**config.mk**
```make
export PLATFORM = sky130hd
export DESIGN_NAME = demux_channel_scheduler
export DESIGN_NICKNAME = d
export VERILOG_FILES = /design/src/rtl/demux_channel_scheduler.sv
export SDC_FILE = /design/constraint.sdc
export NUM_CORES = 1
export LEC_CHECK = 0
export CAP_MARGIN = 20
export CORE_ASPECT_RATIO = 1.4
export CORE_MARGIN = 1.5
export CORE_UTILIZATION = 40
export DETAILED_ROUTE_END_ITERATION = 6
export PLACE_DENSITY = 0.65
export SETUP_SLACK_MARGIN = 0.5
export SLEW_MARGIN = 5
export SYNTH_ARGS = -nofsm -noshare
export SYNTH_HDL_FRONTEND = slang
export SYNTH_SLANG_ARGS = --single-unit
```
**constraint.sdc**
```tcl
create_clock -name clk -period 2.35 [get_ports clk]
set_clock_uncertainty 0.05 [all_clocks]
set_input_delay 0.3525 -clock clk [delete_from_list [all_inputs] [get_ports clk]]
set_output_delay 0.3525 -clock clk [all_outputs]
set_load 0.02 [all_outputs]
```
**src/rtl/demux_channel_scheduler.sv**
```systemverilog
// Buffers {channel, data} requests in a small FIFO and plays each one out on the
// 1:4 demux inputs (a, s1, s0) for DWELL cycles, back-to-back and in arrival order.
module demux_channel_scheduler #(
    parameter int DEPTH = 4,
    parameter int DWELL = 2,
    parameter int LVL_W = 3
) (
    input  logic             clk,
    input  logic             rst_n,
    input  logic             in_valid,
    output logic             in_ready,
    input  logic [1:0]       in_ch,
    input  logic             in_data,
    output logic             a,
    output logic             s1,
    output logic             s0,
    output logic             strobe,
    output logic             busy,
    output logic [LVL_W-1:0] level
);

    localparam int PTR_W  = $clog2(DEPTH);
    localparam int DCNT_W = (DWELL > 1) ? $clog2(DWELL) : 1;

    // Handshake: a request transfers at a rising edge where in_valid && in_ready;
    // the source holds {in_ch, in_data} stable until that edge.

    typedef enum logic {IDLE, DRIVE} state_t;

    logic [2:0]        mem_q [DEPTH];
    logic [PTR_W-1:0]  wr_ptr_q, wr_ptr_d;
    logic [PTR_W-1:0]  rd_ptr_q, rd_ptr_d;
    logic [LVL_W-1:0]  level_q, level_d;
    logic [DCNT_W-1:0] dcnt_q;
    state_t            state_q;
    logic              a_q, s1_q, s0_q, strobe_q;
    logic              push, pop;
    logic [2:0]        head;

    assign in_ready = (level_q != LVL_W'(DEPTH));
    assign push     = in_valid && in_ready;
    // Pop decision uses the pre-edge level, so a same-edge push is never bypassed.
    assign pop      = (level_q != '0) && ((state_q == IDLE) || (dcnt_q == '0));
    assign head     = mem_q[rd_ptr_q];

    always_comb begin
        wr_ptr_d = wr_ptr_q;
        rd_ptr_d = rd_ptr_q;
        level_d  = level_q;
        if (push) begin
            wr_ptr_d = wr_ptr_q + PTR_W'(1);
        end
        if (pop) begin
            rd_ptr_d = rd_ptr_q + PTR_W'(1);
        end
        if (push && !pop) begin
            level_d = level_q + LVL_W'(1);
        end else if (pop && !push) begin
            level_d = level_q - LVL_W'(1);
        end
    end

    always_ff @(posedge clk) begin
        if (push) begin
            mem_q[wr_ptr_q] <= {in_ch, in_data};
        end
    end

    always_ff @(posedge clk) begin
        if (!rst_n) begin
            wr_ptr_q <= '0;
            rd_ptr_q <= '0;
            level_q  <= '0;
            dcnt_q   <= '0;
            state_q  <= IDLE;
            a_q      <= 1'b0;
            s1_q     <= 1'b0;
            s0_q     <= 1'b0;
            strobe_q <= 1'b0;
        end else begin
            wr_ptr_q <= wr_ptr_d;
            rd_ptr_q <= rd_ptr_d;
            level_q  <= level_d;
            strobe_q <= 1'b0;
            case (state_q)
                IDLE: begin
                    if (pop) begin
                        {s1_q, s0_q, a_q} <= head;
                        strobe_q          <= 1'b1;
                        dcnt_q            <= DCNT_W'(DWELL - 1);
                        state_q           <= DRIVE;
                    end else begin
                        a_q <= 1'b0;
                    end
                end
                DRIVE: begin
                    if (dcnt_q != '0) begin
                        dcnt_q <= dcnt_q - DCNT_W'(1);
                    end else if (pop) begin
                        {s1_q, s0_q, a_q} <= head;
                        strobe_q          <= 1'b1;
                        dcnt_q            <= DCNT_W'(DWELL - 1);
                    end else begin
                        // Selects keep their last value so the demux output settles low.
                        a_q     <= 1'b0;
                        state_q <= IDLE;
                    end
                end
                default: state_q <= IDLE;
            endcase
        end
    end

    assign a      = a_q;
    assign s1     = s1_q;
    assign s0     = s0_q;
    assign strobe = strobe_q;
    assign busy   = (state_q == DRIVE);
    assign level  = level_q;

endmodule

```
* Yosys cells after proc, flatten, opt, wreduce, memory -nomap -nowiden
Memories as Yosys holds them, arrays and structs flattened. A register that Yosys moved wholly into a read port is not among the register bits.
Cells that the tools add are included.
W data, S select, Z words.
** Storage, ports and cells
- Register bits after elaboration :: 13
- Memory bits (writable) :: 12
- Output and inout port bits :: 9
- Logic and storage cells :: 52
- Memories kept :: 1
** Operators by class
- Add/sub/neg operators :: 5
- Equal/unequal tests :: 3
- Muxes and demuxes :: 23
- Bitwise logic cells :: 2
- Reductions and logical operators :: 9
** Memories
- mem_q :: words 4, bits a word 3, rd ports 1, clocked after memory_dff 1, write ports 1, RTL line 30 : logic [2:0] mem_q [DEPTH];
** Operators with widths (count)
- $mux W1 :: 13
- $pmux W1 S2 :: 6
- $mux W3 :: 2
- $add A2 B1 Y2 const B :: 2
- $logic_and A1 B1 Y1 :: 4
- $mux W2 :: 2
- $ne A2 B2 Y1 const B :: 2
- $add A3 B1 Y3 const B :: 1
- $ne A3 B3 Y1 const B :: 1
- $reduce_bool A3 Y1 :: 1
- $sub A3 B1 Y3 const B :: 1
- $logic_not A1 Y1 :: 2
- $not A1 Y1 :: 2
- $reduce_bool A2 Y1 :: 1
- $logic_or A1 B1 Y1 :: 1
- $sub A1 B1 Y1 const B :: 1

* Longest topological paths before layout
Gate-level depths: netlist (run 1).
- Depth after elaboration :: 6
- Gate-level depth with buffers :: 9
- Gate-level depth less buffers :: 9

* Least setup slack after synthesis (run 1)
OpenSTA, ideal clock, no wires.
- Kind :: reg-to-reg
- Start point :: register level_q[0], in the netlist level[0]
- End point :: register level_q[2], in the netlist level[2]
- Arrival time :: 2.039 ns
- Required time :: 2.230 ns
- Slack :: 0.192 ns
- Stages on the path, launching flop included :: 10
- Path buffers :: 0
- Clock period less this slack :: 2.158 ns
- Path through :: dfxtp_1 > nor3_2 > nor2_1 > inv_1 > ha_1 > inv_1 > fa_1 > xor2_1 > or3_1 > a21oi_1
** On the way
- Word-level cells in the longest chain between the ends :: 5
- Elaborated cells between the ends (all ways) :: 13
- Those cells by class :: 2 x add/sub; 1 x eq/ne; 2 x mux; 8 x reduce/logical
** RTL lines
- start, declared :: RTL line 33 : logic [LVL_W-1:0] level_q, level_d;
- start signal, assigned :: RTL line 83 : level_q <= level_d;
- branches (longest 5 deep; another with $sub A3 B1 Y3)
Several ways; the timed one is not identified. The select of a mux whose other input is x is not followed.
A chain may end at the register's enable or synchronous reset.

* Worst setup path after layout (run 1)
- Start point :: register level_q[1], in the netlist level[1]
- End point :: register level_q[2], in the netlist level[2]
The elaborated chain is that of the path after synthesis.

==> metrics.txt, run 1 <==
status finished, final reports clean; post-synth design cell area 1090 um^2; max_slew headroom 81.9%; Total GRT Usage 14.2%; worst setup margin 384 ps; vias in the first global route 741; initial antenna violation count 0; mean number of vias per cell 4.94; Crit Reg-Reg Startpoint level[1]$_SDFFE_PN0P_; share of cells above drive strength 1 29.2%; wire length per cell 12.3 um; synthesized net count 97; Post-synth EDFFs 12; total grt overflow 0; worst endpoint required time 2550 ps; Placed Cells 136; PD cells 1150 nW/um^2; Cells on Worst Hold Path 2; Seq/Total Area, Yosys 60.3%; CP Cell Sequence nor3_4 -> nor2_4 -> inv_2 -> ha_4 -> inv_2 -> fa_2 -> xor2_1 -> or3_1 -> a21oi_1; Sink Count 27; WL met3 62 um; syn avg cell area 12.9 um^2; io pins 15; Max Cap Viol 0; DP HPWL 1340 um; LEAKAGE 0.000569 uW; Antenna Violating Nets Remaining 0; Hold Buf Count CTS 0; most common cell in the netlist dfxtp_1; synth cell count leaders 15 x dfxtp_1, 12 x edfxtp_1, 6 x a21oi_1; Net Switching 562 uW; Non-Filler Instances 149; Startpoint Class flip-flop; CP max FO 3; Tmin final 1970 ps; CTS tree yes; Async SR Flop Fraction 0%; Synth top area share 32.9%; Die H 64.9 um; row cnt 22; hold path startpoint s1$_SDFFE_PN0P_; Nets 126; Period Utilization, post-route 83.7%; sw frac 33.9%; met2 WL 1050 um; Seq pwr share 43.1%; RSZ-0062 raised after global routing yes; Pint 1090 uW; cells on worst reg2reg path 9; setup violators final 0; Buffers on Ports 14; Least-Margin Pin Slew 271 ps; Clock Path Buffers 2; total CTS buffers 3; Post-Route M1 WL 690 um; Peak VDD IR 626 uV; Initial Util 41.9%; chip width 47.2 um; fin. max-slew vios 0; clock transition at the registers of the reported paths 130 ps; Yosys warning count 0; maximum clock frequency 0.509 GHz; Antenna Diode Count 0; Reg2Reg Setup Slack 380 ps; worst-case hold path end point s1$_SDFFE_PN0P_; highest cell delay on the worst timing path 380 ps; drt drc 0; r2r endpoint level[2]$_SDFFE_PN0P_; Area contributors post-synth edfxtp_1 33%, dfxtp_1 27%, mux4_2 6.2%; Most common cell on crit path inv_2; Top Metal Used met4; largest net degree at the start of global routing 15; Root Driver clkbuf_4; critical path's slowest cell dfxtp_4; Detailed Route WL 1830 um; drt first-iter violations 18; Final Hold Viols 0; Mapped Cells 85; die area 3060 um^2; final setup TNS 0 ps; gpl congestion 0.682; crit path kind flip-flop to flip-flop; most common flop cell mapped by yosys dfxtp_1; area grow syn2layout 31.5%; Seq cells post-synth 27; leading area contributor after synthesis edfxtp_1; Worst Path Arrival 2170 ps; Via Count 736; Hold WC Path Type flip-flop to flip-flop; Skew-Pair Late Insertion Delay 310 ps; Combinational Power Share 45.7%; Overall Power 1650 uW; Synth cell types 23; global-route wire length before repair 3050 um; crit end category flip-flop; clock share of power 11.2%; H-tree depth 1; TritonRoute pass-1 iters 4; Worst Hold Slack 417 ps; core box area 2620 um^2; pre-CTS WS 74.7 ps
[power groups by stage]
stage          combinational [uW]  clock (uW)  sequential, uW
2_1_floorplan                 354           0             773
3_3_place_gp                  595           0             720
3_5_place_dp                  609           0             727
4_1_cts                       726         197             715
5_1_grt                       828         217             730
6_report                      756         186             713
[per-layer routing]
layer | global-route usage [%] | vias up
met3 | 3.62 | 4
met5 | 0 | -
met4 | 6.94 | 0
met2 | 26.0 | 15
li1 | - | 361
met1 | 13.6 | 356
[worst max-delay path by stage]
stage                               start               endpoint  slack (ps)  depth (start not counted)
floorplan           level[0]$_SDFFE_PN0P_  level[2]$_SDFFE_PN0P_         390                          9
global placement                 in_valid  level[2]$_SDFFE_PN0P_         130                          9
detailed placement               in_valid  level[2]$_SDFFE_PN0P_          70                          9
CTS                 level[2]$_SDFFE_PN0P_  level[2]$_SDFFE_PN0P_         360                          9
global route        level[1]$_SDFFE_PN0P_  level[2]$_SDFFE_PN0P_         260                          9
finish              level[1]$_SDFFE_PN0P_  level[2]$_SDFFE_PN0P_         380                          9
[critical path, delay by kind of cell (launching register included)]
kind	cells	cell delay (ps)
compound gates	1	120
xor+xnor	1	170
fa+ha+maj	2	470
buf+inv	2	110
flops	1	380
simple gates	3	610
[kinds of logic (layout without fill, tap and decap cells)]
logic type,count (synthesis),after routing,share of synthesized area (%)
buffers and inverters,7,35,2.40
and+or+nand+nor,25,25,13.0
xor gates and xnor gates,2,2,1.60
muxes,5,5,8.00
adders and majority gates,6,6,7.54
DFF,27,27,60.3
AOI/OAI and AO/OA,13,13,7.09
[area by class of cell]
class,count,area [um^2]
clock buffer,4,26.3
fill,217,1170
inverter,7,26.3
multi-input combinational,51,453
sequential,27,673
tap,36,45.0
timing repair buffer,24,216
[flip-flops by register name (all words and copies together) (netlist names), 2 cells and up, named ones only]
register and flops:
level 3, mem_q 12, rd_ptr_q 2, wr_ptr_q 2
[cells in the final DEF, fill, tap and decap left out, types with 4 or more instances in the layout]
master,netlist,routed
inv_2,2,4
dfxtp_1,15,11
edfxtp_1,12,12
and3_1,4,4
a21oi_1,6,6
nand2_1,4,4
o21ai_0,4,4
ha_1,5,4
buf_4,0,9
clkdlybuf4s50_1,0,12
[per-stage QoR]
step / util (%) / area, um^2
after floorplan: - / 1120
after global placement: 50.1 / 1310
after detailed placement: 50.1 / 1310
after CTS: 53.9 / 1410
after global routing: 55.1 / 1440
final: 55.1 / 1440
[repair_timing]
| item | 4_1_cts | 5_1_grt |
|---|---|---|
| gates resized for setup | 10 | 5 |
| endpoints found under the setup margin | 3 | 4 |
| pin swaps | 5 | 4 |
| setup buffers | 6 | 3 |
Note: power is estimated with default switching activity, not from simulation.
==> run 2: changes to the inputs <==
==> constraint.sdc (replaced) <==
create_clock -name clk -period 2.1 [get_ports clk]
set_clock_uncertainty 0.05 [all_clocks]
set_input_delay 0.315 -clock clk [delete_from_list [all_inputs] [get_ports clk]]
set_output_delay 0.315 -clock clk [all_outputs]
set_load 0.02 [all_outputs]
==> run 2 against run 1 <==
Net effect:
- flip-flop and latch count is the same
- critical path depth is the same
- power grew 30%
- first-iteration DRC count grew 5.6%
- global-route usage is essentially flat
==> metrics.txt, run 2 (same netlist as run 1, synthesis figures left out) <==
Biggest register mem_q; total CTS buffers 3; Final Hold Viols 0; Total GRT Usage 14.2%; PD cells 1380 nW/um^2; core box area 2620 um^2; Period Utilization, post-route 90.3%; most common cell after layout, fill and taps aside edfxtp_1; mean number of vias per cell 4.99; Buffers on Ports 14; io pins 15; CP max FO 2; Die H 64.9 um; crit path kind flip-flop to flip-flop; wire length per cell 12.6 um; max_slew headroom 77.2%; Detailed Route WL 2010 um; Startpoint Class flip-flop; drt drc 0; status finished, final reports clean; maximum clock frequency 0.528 GHz; setup violators final 0; initial antenna violation count 0; LEAKAGE 0.000654 uW; Placed Cells 138; CTS tree yes; Clock Path Buffers 2; RSZ-0062 raised after global routing yes; pre-CTS WS -169 ps; Antenna Violating Nets Remaining 0; most frequent cells in the layout 12 x edfxtp_1, 11 x dfxtp_1, 11 x buf_4, 9 x buf_6; Skew-Pair Late Insertion Delay 310 ps; fin. max-slew vios 0; Worst Path Arrival 2100 ps; global-route wire length before repair 3130 um; worst setup margin 205 ps; crit end category flip-flop; TritonRoute pass-1 iters 5; area grow syn2layout 42.5%; Hold WC Path Type flip-flop to flip-flop; DP HPWL 1360 um; max reg flops 12; Sink Count 27; drt first-iter violations 19; Via Count 794; clock transition at the registers of the reported paths 140 ps; total grt overflow 0; Peak VDD IR 873 uV; Antenna Diode Count 0; Nets 136; chip width 47.2 um; FILL cells 218; fin util 59.7%; final setup TNS 0 ps; Least-Margin Pin Slew 340 ps; worst endpoint required time 2300 ps; row cnt 22; vias in the first global route 747; gpl congestion 0.704; largest net degree at the start of global routing 15; die area 3060 um^2; Initial Util 41.9%; Non-Filler Instances 159; H-tree depth 1; Tmin final 1900 ps; share of cells above drive strength 1 39.0%; Max Cap Viol 0; Root Driver clkbuf_4
## run 2: cell types whose count changed in the layout (fill, tap and decap cells not counted), sizes merged
cell	change
buf	+12
clkbuf	-1
clkdlybuf4s50	-7
dlygate4sd2	+6
## run 2: critical path, stage by stage, from the launching register on
cell     delay (ps)
dfxtp_4         390
nor3_4          210
nor2_2           70
inv_2            60
ha_4            130
inv_2            30
fa_2            330
xor2_1          150
or3_1           300
a21oi_1         120
## run 2: metrics by stage
step | hold slack (ps) | total power (uW) | instance area, um^2
final | 417 | 2150 | 1560
after global routing | 442 | 2300 | 1560
after CTS | 420 | 1930 | 1470
after detailed placement | 409 | 1520 | 1330
after global placement | 402 | 1500 | 1330
after floorplan | 364 | 1260 | 1120
## run 2: final cells by class
type,count,area (um^2),share of cell area (%)
multi-input cells,51,465,29.8
flip-flops and latches,27,673,43.1
well taps,36,45.0,2.89
clock buffers,4,26.3,1.68
repair buffers,34,324,20.8
inverters,7,26.3,1.68
## run 2: final timing paths
path,slack (ps),start,cells after the start,to
worst min register to register,420,s1$_SDFFE_PN0P_,2,s1$_SDFFE_PN0P_
worst max-delay path,200,level[0]$_SDFFE_PN0P_,9,level[2]$_SDFFE_PN0P_
worst max register to register,200,level[0]$_SDFFE_PN0P_,9,level[2]$_SDFFE_PN0P_
worst min-delay path,420,s1$_SDFFE_PN0P_,2,s1$_SDFFE_PN0P_
## run 2: repair_timing
item | in CTS | in global routing
gates cloned | 0 | 0
resized for setup | 15 | 24
setup endpoints to repair | 10 | 10
buffers inserted | 13 | 4
hold buffers | 0 | 0
pin swaps | 6 | 5
## run 2: report_power, final
part	total, uW	switching, uW	internal (uW)
logic	1150	471	682
clock network	209	135	74.1
registers	792	102	690
total	2150	707	1450
## run 2: routing by layer
layer  vias to the layer above  global-route usage (%)  wire length [um]
met4                         0                    5.21                31
met2                        14                    26.9              1160
met3                         4                    2.79                51
li1                        389                       -                 -
met5                         -                       0                 0
met1                       387                    14.0               766
